<file path="src/rtl/pixel_pkg.sv">
// Shared pixel-stream definitions: default widths, detector red-test thresholds,
// reference colours and the raster FSM state encoding.
package pixel_pkg;

  localparam int DEF_DATA_W = 10;
  localparam int DEF_POS_W  = 13;

  localparam logic [4:0] RED_THR   = 5'd16;
  localparam logic [4:0] GREEN_THR = 5'd6;
  localparam logic [4:0] BLUE_THR  = 5'd6;

  localparam logic [DEF_DATA_W-1:0] RED_PIXEL = '1;
  localparam logic [DEF_DATA_W-1:0] GREY_BG   = 10'h100;

  typedef enum logic [2:0] {
    ST_IDLE,
    ST_FSTART,
    ST_ACTIVE,
    ST_HBLANK,
    ST_VBLANK
  } state_t;

  // Same red test the detector applies; grey and green-gradient backgrounds never pass it.
  function automatic logic is_red(input logic [DEF_DATA_W-1:0] r,
                                  input logic [DEF_DATA_W-1:0] g,
                                  input logic [DEF_DATA_W-1:0] b);
    return (r[9:5] > RED_THR) && (g[9:5] < GREEN_THR) && (b[9:5] < BLUE_THR);
  endfunction

endpackage

</file>
<file path="src/rtl/raster_timing.sv">
// Raster FSM: walks FSTART, active lines with horizontal blanking, and the
// closing vertical blanking; emits registered X/Y, valid and frame pulses.
module raster_timing
  import pixel_pkg::*;
#(
  parameter int H_ACTIVE = 640,
  parameter int V_ACTIVE = 480,
  parameter int H_BLANK  = 16,
  parameter int V_BLANK  = 4,
  parameter int POS_W    = DEF_POS_W
) (
  input  logic             clk,
  input  logic             rst,
  input  logic             i_enable,
  output logic [POS_W-1:0] x_p0,
  output logic [POS_W-1:0] y_p0,
  output logic             vld_p0,
  output logic             nf_p0,
  output logic             ef_p0,
  output logic [15:0]      frame_cnt_p0
);

  localparam int CNT_W = 16;
  localparam logic [POS_W-1:0] X_LAST  = POS_W'(H_ACTIVE - 1);
  localparam logic [POS_W-1:0] Y_LAST  = POS_W'(V_ACTIVE - 1);
  localparam logic [CNT_W-1:0] HB_LAST = CNT_W'(H_BLANK - 1);
  localparam logic [CNT_W-1:0] VB_LAST = CNT_W'(V_BLANK - 1);

  state_t           state;
  logic [CNT_W-1:0] blk_cnt;

  always_ff @(posedge clk) begin
    if (!rst) begin
      state        <= ST_IDLE;
      x_p0         <= '0;
      y_p0         <= '0;
      vld_p0       <= 1'b0;
      nf_p0        <= 1'b0;
      ef_p0        <= 1'b0;
      frame_cnt_p0 <= '0;
      blk_cnt      <= '0;
    end else begin
      nf_p0 <= 1'b0;
      ef_p0 <= 1'b0;
      case (state)
        ST_IDLE: begin
          vld_p0 <= 1'b0;
          x_p0   <= '0;
          y_p0   <= '0;
          if (i_enable) begin
            state <= ST_FSTART;
            nf_p0 <= 1'b1;
          end
        end
        ST_FSTART: begin
          state  <= ST_ACTIVE;
          vld_p0 <= 1'b1;
          x_p0   <= '0;
          y_p0   <= '0;
        end
        ST_ACTIVE: begin
          if (x_p0 == X_LAST) begin
            vld_p0  <= 1'b0;
            blk_cnt <= '0;
            if (y_p0 < Y_LAST) begin
              state <= ST_HBLANK;
            end else begin
              state        <= ST_VBLANK;
              ef_p0        <= 1'b1;
              frame_cnt_p0 <= frame_cnt_p0 + 16'd1;
            end
          end else begin
            x_p0 <= x_p0 + 1'b1;
          end
        end
        ST_HBLANK: begin
          if (blk_cnt == HB_LAST) begin
            state  <= ST_ACTIVE;
            vld_p0 <= 1'b1;
            x_p0   <= '0;
            y_p0   <= y_p0 + 1'b1;
          end else begin
            blk_cnt <= blk_cnt + 1'b1;
          end
        end
        ST_VBLANK: begin
          // X/Y hold at the last pixel until the frame is closed out.
          if (blk_cnt == VB_LAST) begin
            x_p0 <= '0;
            y_p0 <= '0;
            if (i_enable) begin
              state <= ST_FSTART;
              nf_p0 <= 1'b1;
            end else begin
              state <= ST_IDLE;
            end
          end else begin
            blk_cnt <= blk_cnt + 1'b1;
          end
        end
        default: state <= ST_IDLE;
      endcase
    end
  end

endmodule

</file>
<file path="src/rtl/ccd_pattern_gen.sv">
// Synthetic CCD source: raster timing plus a per-frame latched red square target
// painted over a grey or green-gradient background.
module ccd_pattern_gen
  import pixel_pkg::*;
#(
  parameter int H_ACTIVE = 640,
  parameter int V_ACTIVE = 480,
  parameter int H_BLANK  = 16,
  parameter int V_BLANK  = 4,
  parameter int DATA_W   = DEF_DATA_W,
  parameter int POS_W    = DEF_POS_W
) (
  input  logic              clk,
  input  logic              rst,
  input  logic              i_enable,
  input  logic              i_mode,
  input  logic [POS_W-1:0]  i_tgt_x,
  input  logic [POS_W-1:0]  i_tgt_y,
  input  logic [POS_W-1:0]  i_tgt_size,
  output logic [DATA_W-1:0] o_R,
  output logic [DATA_W-1:0] o_G,
  output logic [DATA_W-1:0] o_B,
  output logic [POS_W-1:0]  o_X_pos,
  output logic [POS_W-1:0]  o_Y_pos,
  output logic              o_valid,
  output logic              o_new_frame,
  output logic              o_end_frame,
  output logic [15:0]       o_frame_cnt
);

  logic [POS_W-1:0] x_p0, y_p0;
  logic             vld_p0, nf_p0, ef_p0;
  logic [15:0]      frame_cnt_p0;

  raster_timing #(
    .H_ACTIVE(H_ACTIVE), .V_ACTIVE(V_ACTIVE),
    .H_BLANK (H_BLANK),  .V_BLANK (V_BLANK),
    .POS_W   (POS_W)
  ) u_timing (
    .clk          (clk),
    .rst          (rst),
    .i_enable     (i_enable),
    .x_p0         (x_p0),
    .y_p0         (y_p0),
    .vld_p0       (vld_p0),
    .nf_p0        (nf_p0),
    .ef_p0        (ef_p0),
    .frame_cnt_p0 (frame_cnt_p0)
  );

  logic             mode_q;
  logic [POS_W-1:0] tx_q, ty_q, sz_q;

  always_ff @(posedge clk) begin
    if (nf_p0) begin
      mode_q <= i_mode;
      tx_q   <= i_tgt_x;
      ty_q   <= i_tgt_y;
      sz_q   <= i_tgt_size;
    end
  end

  function automatic logic [3*DATA_W-1:0] pixel_colour(input logic              tgt,
                                                       input logic              mode,
                                                       input logic [DATA_W-1:0] gx);
    logic [DATA_W-1:0] grey;
    grey = DATA_W'(GREY_BG);
    if (tgt)       return {{DATA_W{1'b1}}, {DATA_W{1'b0}}, {DATA_W{1'b0}}};
    else if (mode) return {grey, gx, grey};
    else           return {grey, grey, grey};
  endfunction

  // One extra bit so tgt+size never wraps; the square simply clips at the frame edge.
  logic [POS_W:0]        x_e, y_e, tx_end, ty_end;
  logic                  in_tgt;
  logic [3*DATA_W-1:0]   rgb_p0;

  always_comb begin
    x_e    = {1'b0, x_p0};
    y_e    = {1'b0, y_p0};
    tx_end = {1'b0, tx_q} + {1'b0, sz_q};
    ty_end = {1'b0, ty_q} + {1'b0, sz_q};
    in_tgt = (x_e >= {1'b0, tx_q}) && (x_e < tx_end) &&
             (y_e >= {1'b0, ty_q}) && (y_e < ty_end);
    rgb_p0 = vld_p0 ? pixel_colour(in_tgt, mode_q, DATA_W'(x_p0)) : '0;
  end

  // Output register stage
  always_ff @(posedge clk) begin
    if (!rst) begin
      {o_R, o_G, o_B} <= '0;
      o_X_pos         <= '0;
      o_Y_pos         <= '0;
      o_valid         <= 1'b0;
      o_new_frame     <= 1'b0;
      o_end_frame     <= 1'b0;
      o_frame_cnt     <= '0;
    end else begin
      {o_R, o_G, o_B} <= rgb_p0;
      o_X_pos         <= x_p0;
      o_Y_pos         <= y_p0;
      o_valid         <= vld_p0;
      o_new_frame     <= nf_p0;
      o_end_frame     <= ef_p0;
      o_frame_cnt     <= frame_cnt_p0;
    end
  end

endmodule

</file>
<file path="config.mk">
export PLATFORM = sky130hd
export DESIGN_NAME = ccd_pattern_gen
export DESIGN_NICKNAME = d
export VERILOG_FILES = /design/src/rtl/pixel_pkg.sv /design/src/rtl/raster_timing.sv /design/src/rtl/ccd_pattern_gen.sv
export SDC_FILE = /design/constraint.sdc
export NUM_CORES = 1
export LEC_CHECK = 0
export CAP_MARGIN = 10
export CORE_MARGIN = 8
export CORE_UTILIZATION = 35
export CTS_CLUSTER_SIZE = 25
export DETAILED_ROUTE_END_ITERATION = 10
export REMOVE_ABC_BUFFERS = 1
export SETUP_SLACK_MARGIN = 0.4
export SLEW_MARGIN = 20
export SYNTH_ARGS = -nofsm -noshare
export SYNTH_HDL_FRONTEND = slang
export SYNTH_HIERARCHICAL = 1
export SYNTH_SLANG_ARGS = --single-unit
</file>
<file path="constraint.sdc">
create_clock -name clk -period 9.09 [get_ports clk]
set_input_delay 2.727 -clock clk [delete_from_list [all_inputs] [get_ports clk]]
set_output_delay 2.727 -clock clk [all_outputs]
set_load 0.005 [all_outputs]
</file>
==> metrics.md <==
| Metric | Value |
|---|---|
| Status | `completed` |
| Pre-CTS setup slack | `4050 ps` |
| Core ar. | `24,200 um2` |
| Register area | `approximately 3600 um2` |
| Overflow after GRT | `0` |
| Post-synthesis adder-cell area fraction | `12.2%` |
| Post-synthesis mux area share | `0.234%` |
| Leak | `3.95 nW` |
| DR DRC count | `0` |
| EDFF count, synth | `40` |
| CP Capture Type | `register` |
| CTS tree | `done` |
| Hold Crit Class | `reg2reg` |
| VDD IR-drop max | `between 0.1 and 0.15 mV` |
| FP Rows | `57` |
| Crit path kind | `in2reg` |
| Total track usage | `14.3%` |
| Seq/Total Area, Yosys | `42.6%` |
| Worst R2R Path Depth | `13` |
| Routed via count | `6,905` |
| Root Buffer | `clkbuf_16` |
| Nets | `1,121` |
| Synth-to-layout area growth | `22.7%` |
| Crit-path max FO | `59` |
| Fraction of registers with async set or reset after synthesis | `0%` |
| Antenna cell count | `0` |
| Port Buf Inserts | `108` |
| Gpl congestion | `0.825` |
| Initial core utilization | `35.4%` |
| Main combinational cell family by area after synthesis | `simple AND/OR/NAND/NOR gates` |
| Num CTS Buffers | `17` |
| Hold path depth | `1` |
| Power Dens Cells | `160 nW/um2` |
| Final hold viol count | `0` |
| Distinct cells, synth | `70` |
| Post-synth top flop | `dfxtp_1` |
| Worst EP required | `between 9000 and 10,000 ps` |
| Initial antenna violation count | `0` |
| Worst-Margin Slew | `1050 ps` |
| Mapped Area | `8550 um2` |
| Worst Skew | `17.3 ps` |
| Drt first pass iters | `5` |
| Area taken by multi-input logic gates | `4510 um2` |
| Post-synthesis register bit count | `162` |
| Critical path arrival | `between 4000 and 5000 ps` |
| Filler cell count | `2,342` |
| Largest net degree at the start of global routing | `60` |
| Relative slew slack | `between 20% and 30%` |
| Die ar. | `29,700 um2` |
| Share of the clock period used by the worst path | `about half` |
| Clk sinks | `162` |
| Clk_lat worst skew | `430 ps` |
| Final Max Slew Viols | `0` |
| Vias per cell | `slightly above 5` |
| First-pass GRT wire length | `33,700 um` |
| RSZ-0062 raised after global routing | `false` |
| WL/cell | `15.7 um` |
| Clk slew on worst S/H paths | `70 ps` |
| Synth top area cells | `dfxtp_1 29%, edfxtp_1 14%, ha_1 12%` |
| Fraction of layout instances using a drive strength above 1 | `7.34%` |
| Startpoint class of the critical path | `primary input` |
| Worst setup margin | `4500 ps` |
| Mapped Cells | `904` |
| Final Cell Area | `10,500 um2` |
| Post-CTS Setup Repair Bufs | `0` |
| Max-Cap Viols | `0` |
| Commonest non-fill, non-tap cell in the layout | `dfxtp_1` |
| Synth Area in Simple Gates | `about a fifth` |
| Maximum clock rate | `approximately 220 MHz` |
| Synth Area in Compound Gates | `17.7%` |
| Syn avg cell area | `about 9.5 um2` |
| DP Wirelength | `~15,000 um` |
| DP Area | `between 9000 and 10,000 um2` |
| Post-synthesis cell type with the largest combined area | `dfxtp_1` |
| Synth Warn # | `6` |
| I/O pin count | `between 100 and 150` |
| Final Routed Wirelength | `20,900 um` |
| H-tree depth | `4` |
| Die Width | `172 um` |
| Hold-fix buffers, CTS | `0` |
| Crit path time final | `4590 ps` |
| Most frequent cells in the layout | `121 x dfxtp_1, 107 x clkdlybuf4s50_1, 80 x ha_1` |
| PostCTS Resize Cnt | `0` |
| Antenna Nets Post-Route | `0` |
| Max Buffers Root-to-Sink | `2` |
| Setup TNS | `0 ps` |
| Share of the synthesized area in the top cell type | `between 20 and 30%` |
| Die Y | `172 um` |
| Final setup vio count | `0` |
| Starting DRC count in detailed routing | `435` |
| Vias in the first global route | `6,610` |
| Xor and xnor area share after synthesis | `a little over 2%` |
## cell usage after synthesis (all sizes together), types with 3 or more instances
cell     number
edfxtp       40
o211ai       12
o31ai        27
or3b          3
and3          9
nor2         45
inv          44
nand4         8
a31oi         9
a211o         3
nor2b         7
nor3         12
clkbuf       27
nor4          6
xor2         10
or2           3
a21o          8
o21ai        53
ha           80
nand3        38
nand2        55
o21a          7
or3          15
and4          3
a211oi        6
o41ai         3
o2111ai       5
a311oi        3
or4          38
a21oi        88
buf          23
and2         50
dfxtp       122
nand2b        6
xnor2        10
## final cells by class
cell class,count,share of cell area [%]
inverters,44,1.57
flip-flops and latches,162,34.7
multi-input cells,656,43.0
clock inverters,10,1.36
repair buffers,115,10.8
well taps,324,3.86
clock buffers,21,4.73
## where the power goes
group	total, W	switching, W	internal (W)
combinational	0.000143	0.0000782	0.0000644
sequential	0.000768	0.0000156	0.000753
clock	0.000773	0.000297	0.000476
total	0.00168	0.000391	0.00129
## registers in the layout, indices dropped and copies added, names as in the netlist, 2 cells and up
name	count
o_frame_cnt	16
u_timing/blk_cnt	16
u_timing/frame_cnt_p0	16
o_X_pos	13
o_Y_pos	13
sz_q	13
tx_q	13
ty_q	13
u_timing/x_p0	13
u_timing/y_p0	13
o_G	10
u_timing/state	3
o_R	2
## metal layers
metal / wire length (um) / up-vias / global-route usage, %
met5: 0 / - / 0
met4: 238 / 0 / 3.79
met3: 1210 / 17 / 4.11
met2: 9220 / 175 / 22.4
met1: 10200 / 3209 / 19.1
li1: - / 3504 / -
## stage by stage
stage               utilization, %  power [W]  cells  hold slack, ps
floorplan                        -   0.000871    862             412
global placement              40.8   0.000924   1301             419
detailed placement            40.8   0.000927   1301             418
CTS                           43.4    0.00171   1332             432
global route                  43.4    0.00176   1332             466
finish                        43.4    0.00168   1332             430
## logic make-up after synthesis
family                   count (synthesis)
AND/OR/NAND/NOR                        305
AO/OA/AOI/OAI                          238
flip-flops                             162
buffers and inverters                   94
adder cells (fa/ha/maj)                 82
XOR/XNOR                                20
multiplexers                             2
other                                    1
## worst paths after layout
check | start | endpoint | slack (ps)
worst min-delay path | u_timing/ef_p0 | o_end_frame | 430
worst max-delay path | rst | u_timing/blk_cnt[11] | 4500
worst min register to register | u_timing/ef_p0 | o_end_frame | 430
worst max register to register | ty_q[2] | o_R[7] | 5140
## worst max-delay path, cell delays in order
cell,delay [ps]
buf_2,80
buf_4,430
inv_1,610
a21oi_1,670
o311ai_0,260
o211ai_1,150
(Power assumes the default switching activity.)
